**src/rtl/pipe_stage_buf.sv**
```systemverilog
// Elastic pipeline stage: DEPTH-entry in-order skid buffer with valid/ready on both
// sides, flush-to-bubble, and a sideband field that advances every cycle.
module pipe_stage_buf #(
    parameter int                 DATA_W = 128,
    parameter int                 SIDE_W = 1,
    parameter int                 DEPTH  = 2,
    parameter logic [DATA_W-1:0]  BUBBLE = '0,
    localparam int                CNT_W  = $clog2(DEPTH + 1),
    localparam int                PTR_W  = (DEPTH > 1) ? $clog2(DEPTH) : 1
) (
    input  logic              clk,
    input  logic              rst,
    input  logic              in_valid,
    output logic              in_ready,
    input  logic [DATA_W-1:0] in_data,
    input  logic [SIDE_W-1:0] in_side,
    output logic              out_valid,
    input  logic              out_ready,
    output logic [DATA_W-1:0] out_data,
    output logic [SIDE_W-1:0] out_side,
    input  logic              flush,
    output logic [CNT_W-1:0]  count
);

    logic [PTR_W-1:0]  wr_ptr_q, wr_ptr_d;
    logic [PTR_W-1:0]  rd_ptr_q, rd_ptr_d;
    logic [CNT_W-1:0]  count_q, count_d;
    logic              in_ready_q, in_ready_d;
    logic              out_valid_q, out_valid_d;
    logic [SIDE_W-1:0] out_side_q;
    logic [DATA_W-1:0] mem_q [DEPTH];
    logic              push_s;
    logic              pop_s;

    // Explicit wrap so non-power-of-two depths cycle through 0..DEPTH-1 only.
    function automatic logic [PTR_W-1:0] ptr_inc(input logic [PTR_W-1:0] p);
        if (p == PTR_W'(DEPTH - 1)) begin
            return {PTR_W{1'b0}};
        end else begin
            return p + PTR_W'(1'b1);
        end
    endfunction

    assign push_s = in_valid && in_ready_q;
    assign pop_s  = out_valid_q && out_ready;

    // Next-state for pointers, occupancy and the registered handshake flags.
    always_comb begin
        wr_ptr_d = wr_ptr_q;
        rd_ptr_d = rd_ptr_q;
        count_d  = count_q;
        if (flush) begin
            wr_ptr_d = {PTR_W{1'b0}};
            rd_ptr_d = {PTR_W{1'b0}};
            count_d  = {CNT_W{1'b0}};
        end else begin
            if (push_s) begin
                wr_ptr_d = ptr_inc(wr_ptr_q);
            end else begin
                wr_ptr_d = wr_ptr_q;
            end
            if (pop_s) begin
                rd_ptr_d = ptr_inc(rd_ptr_q);
            end else begin
                rd_ptr_d = rd_ptr_q;
            end
            case ({push_s, pop_s})
                2'b10:   count_d = count_q + CNT_W'(1'b1);
                2'b01:   count_d = count_q - CNT_W'(1'b1);
                default: count_d = count_q;
            endcase
        end
        in_ready_d  = (count_d < CNT_W'(DEPTH));
        out_valid_d = (count_d != {CNT_W{1'b0}});
    end

    // Control state register with synchronous active-low reset.
    always_ff @(posedge clk) begin
        if (!rst) begin
            wr_ptr_q    <= {PTR_W{1'b0}};
            rd_ptr_q    <= {PTR_W{1'b0}};
            count_q     <= {CNT_W{1'b0}};
            in_ready_q  <= 1'b1;
            out_valid_q <= 1'b0;
            out_side_q  <= {SIDE_W{1'b0}};
        end else begin
            wr_ptr_q    <= wr_ptr_d;
            rd_ptr_q    <= rd_ptr_d;
            count_q     <= count_d;
            in_ready_q  <= in_ready_d;
            out_valid_q <= out_valid_d;
            out_side_q  <= in_side;
        end
    end

    // Payload storage; contents are never cleared, only pointers are.
    always_ff @(posedge clk) begin
        if (rst && push_s && !flush) begin
            mem_q[wr_ptr_q] <= in_data;
        end
    end

    assign in_ready  = in_ready_q;
    assign out_valid = out_valid_q;
    assign count     = count_q;
    assign out_side  = out_side_q;
    assign out_data  = out_valid_q ? mem_q[rd_ptr_q] : BUBBLE;

endmodule
```
**config.mk**
```make
export PLATFORM = sky130hd
export DESIGN_NAME = pipe_stage_buf
export DESIGN_NICKNAME = d
export VERILOG_FILES = /design/src/rtl/pipe_stage_buf.sv
export SDC_FILE = /design/constraint.sdc
export NUM_CORES = 1
export LEC_CHECK = 0
export ABC_AREA = 1
export BUFFER_PORTS_ARGS = -buffer_cell sky130_fd_sc_hd__buf_4
export CAP_MARGIN = 40
export CORE_MARGIN = 3
export CORE_UTILIZATION = 56
export DETAILED_ROUTE_END_ITERATION = 7
export PLACE_DENSITY = 0.84
export REMOVE_ABC_BUFFERS = 1
export SYNTH_ARGS = -nofsm -noshare
export SYNTH_HDL_FRONTEND = slang
export SYNTH_SLANG_ARGS = --single-unit
```
**constraint.sdc**
```tcl
create_clock -name clk -period 15.7 [get_ports clk]
set_input_delay 1.57 -clock clk [delete_from_list [all_inputs] [get_ports clk]]
set_output_delay 1.57 -clock clk [all_outputs]
set_load 0.02 [all_outputs]
```
# After elaboration in Yosys (flattened, before gate mapping)

Memories as Yosys holds them, arrays and structs flattened. A register that Yosys moved wholly into a read port is not among the register bits.
Cells that the tools add are included.

Add/sub/neg operators: 4
Magnitude comparators: 1
Eq/ne operators: 2
Multiplexer cells: 9
Bitwise operators: 1
Reductions and logical operators: 7

Operators with widths:

| cell                  | number |
|---|---|
| $mux W128             | 1 |
| $mux W1               | 6 |
| $logic_and A1 B1 Y1   | 4 |
| $pmux W2 S2           | 1 |
| $add A1 B1 Y1 const B | 2 |
| $add A2 B1 Y2 const B | 1 |
| $eq A2 B1 Y1 const B  | 1 |
| $eq A2 B2 Y1 const B  | 1 |
| $lt A2 B2 Y1 const B  | 1 |
| $mux W2               | 1 |
| $reduce_bool A2 Y1    | 1 |
| $reduce_or A2 Y1      | 1 |
| $sub A2 B1 Y2 const B | 1 |
| $logic_not A1 Y1      | 1 |
| $not A1 Y1            | 1 |

Register bits: 7
Bits in writable memories: 256
Input bits: 134
Logic and storage cells: 31
Memories kept: 1

Memories:

| name  | depth | width | read ports | clocked after memory_dff | write ports | RTL line | source |
|---|---|---|---|---|---|---|---|
| mem_q | 2     | 128   | 1          | 1                        | 1           | 31       | `logic [DATA_W-1:0] mem_q [DEPTH];` |

# Logic depth before layout (Yosys ltp)

Depth after elaboration: 5
Depth in mapped cells: 10
Mapped depth without buffers: 9

# Worst setup path after synthesis

No wires, ideal clock.

Kind: input to register
Start: input in_valid
End: memory mem_q[1][0] (enable)
Arrival: 10.388 ns
Data required time: 14.928 ns
Setup slack: 4.540 ns
Stages on the path: 2
Path buffers: 0
Path through: nand2_1 nor3_1

Cells in the longest elaborated chain, start to end: 5

Ends and longest elaborated chain:

| item                              | RTL line | source |
|---|---|---|
| start: declaration                | 13       | `input logic in_valid,` |
| $logic_and A1 B1 Y1               | 44       | `assign push_s = in_valid && in_ready_q;` |
| $logic_and A1 B1 Y1 (2 in series) | 98       | `if (rst && push_s && !flush) begin` |
| $mux W1                           | 98       |  |
| $mux W1 (implied by the code)     | 99       | `mem_q[wr_ptr_q] <= in_data;` |
| end: declaration                  | 31       |  |

Every way passes these cells.

==> metrics.txt <==
IO buf count 266; RSZ-0062 raised after global routing false; Crit path arrival time 2.74 ns; site row count 47; actual slew at the worst max-slew pin 0.788 ns; total congestion overflow 0; post-cts sizing count 0; average via count per standard cell 5.30; share of the synthesized area in the top cell type 77.6%; final hold viol count 0; wire per inst 18.5 µm; Layout area overhead 30.1%; share of synthesized registers carrying an async set or reset 0%; result of the run finished clean; Synth Register Bits 264; diodes inserted 0; area of the core 0.0169 mm²; CP max FO 50; kind of critical path register to output pin; most common cell in the netlist nor2_1; DRC violations left 0; Synth area leader edfxtp_1; first-pass GRT wire length 35000 µm; maximum VDD drop 0.100 mV; max_cap viols 0; clk_lat worst skew 0.52 ns; fin crit share 27.5%; Layout Utilization 76.0%; Vias 6499; EDFF count, synth 256; Worst Path Required 14.13 ns; LEAKAGE 5.19 nW; Post CTS Setup Buffer Count 0; hold_buf cts 0; layout cells sized above 1 31.8%; setup violators final 0; synthesis warning total 0; final wirelength 22600 µm; Die Ht 139 µm; Worst R2R Start out_valid$_SDFF_PN0_; Period minus WS final 4.31 ns; Initial Util 58.5%; # IOs 267; Layout fillers 1038; Rel. slew slack 47.5%; Synth top cells by count nor2_1 (259), edfxtp_1 (256), o21ai_0 (118); part of the Yosys area used for sequential elements 79.3%; Nets 1122; dominant cells by area after synthesis edfxtp_1 (78%), nor2_1 (9.8%), o21ai_0 (6.0%), dfxtp_1 (1.6%), buf_6 (1.5%); GR Util All Layers 22.6%; Cells after Synth 725; Most used DFF post-synth edfxtp_1; hold_sp wr_ptr_q$_SDFFE_PP0P_; f_max 232 MHz; CTS buffer count 26; Cell variety after synth 20; vias in the first global route 6641; Final ANT Viol Nets 0; DPL Wire Length 14000 µm; pin count of the biggest net entering global routing 81; GP Congestion 0.779; Longest Clk Path Bufs 3; total negative slack 0 ns; root buffer cell clkbuf_16; Worst-path clk slew 0.06 ns; Crit. End Element output pin; launching element type of the critical path register; R2R Setup Slk 13.31 ns; fin. max-slew vios 0; die area 0.0193 mm²; pwr dens 119 mW/mm²; DRT Pass-1 Iters 5; DRT iter0 DRCs 490; average size of a mapped cell 13.7 µm²; Worst Hold Class register to register; initial antenna violation count 0; Max Clock Skew 0.0232 ns; post-synthesis cell area 0.00990 mm²; Die W 139 µm; clock sinks 264; CTS tree built; CTS HTree Levels 1
-- per-layer routing --
metal | wire [µm] | vias up | GRT usage (%) | share of wire, %
met5 | 0 | - | 0 | 0
met3 | 1960 | 47 | 5.76 | 8.6
met1 | 8590 | 3071 | 28.4 | 38
met2 | 11400 | 305 | 38.7 | 51
li1 | - | 3076 | - | -
met4 | 641 | 0 | 7.62 | 2.8
-- cell type report --
type,count,area (µm²),area share [%]
Timing Repair Buffer,276,2120,16.5
Sequential cell,264,7860,61.0
Tap cell,220,275,2.14
Multi-Input combinational cell,407,1720,13.4
Clock inverter,17,163,1.26
Clock buffer,30,687,5.33
Inverter,12,47.5,0.369
-- state kept, by name, indices dropped and copies added (netlist names), named ones only --
signal and count:
mem_q 256, count 2, in_ready 1, out_valid 1
wr_ptr_q 1, rd_ptr_q 1, out_side 1
-- worst max-delay path, cell delays in order, from the launching register on --
cell	delay, ns
dfxtp_4	0.50
inv_4	0.43
buf_4	0.47
buf_12	0.29
nor2_1	0.09
nor2_1	0.22
buf_4	0.19
-- placed cells by master (no fill, tap or decap), types with 2 or more instances in the layout --
cell	n
buf_4	273
clkbuf_16	27
dfxtp_1	6
o21ai_1	10
dfxtp_4	2
bufinv_16	3
o21ai_0	118
clkinv_1	5
inv_1	11
nand2_1	11
nand3_1	4
nor2_1	258
buf_16	2
clkbuf_1	3
clkinv_2	6
clkinvlp_4	2
edfxtp_1	256
-- report_power, final --
group          switching, mW  internal, mW
registers            0.00719         0.788
logic                 0.0695        0.0520
clock network          0.247         0.362
total                  0.324          1.20
-- stage by stage --
| stage | power [mW] | hold slack [ns] | worst slack (ns) | instance area, µm² | std cells |
|---|---|---|---|---|---|
| floorplan | 0.862 | 0.444 | 4.54 | 9600 | 683 |
| finish | 1.53 | 0.486 | 11.39 | 12900 | 1226 |
| CTS | 1.54 | 0.481 | 11.38 | 12900 | 1226 |
| detailed placement | 0.932 | 0.469 | 11.92 | 12000 | 1179 |
| global placement | 0.927 | 0.452 | 11.87 | 12000 | 1176 |
| global route | 1.58 | 0.507 | 11.25 | 12900 | 1226 |
-- cell families after synthesis --
kind of cell	count (synthesis)	synth area share (%)
buffers and inverters	54	3.45
flip-flops	264	79.3
XOR/XNOR	1	0.0885
AND/OR/NAND/NOR	276	10.6
adder cells (fa/ha/maj)	1	0.126
AO/OA/AOI/OAI	129	6.52
-- final timing paths --
kind                                              end  depth (start not counted)
worst max-delay path                     out_data[75]                          6
worst min-delay path            wr_ptr_q$_SDFFE_PP0P_                          2
worst max register to register    in_ready$_SDFF_PN1_                          8
worst min register to register  wr_ptr_q$_SDFFE_PP0P_                          2
Power figures use the tool's default switching activity.
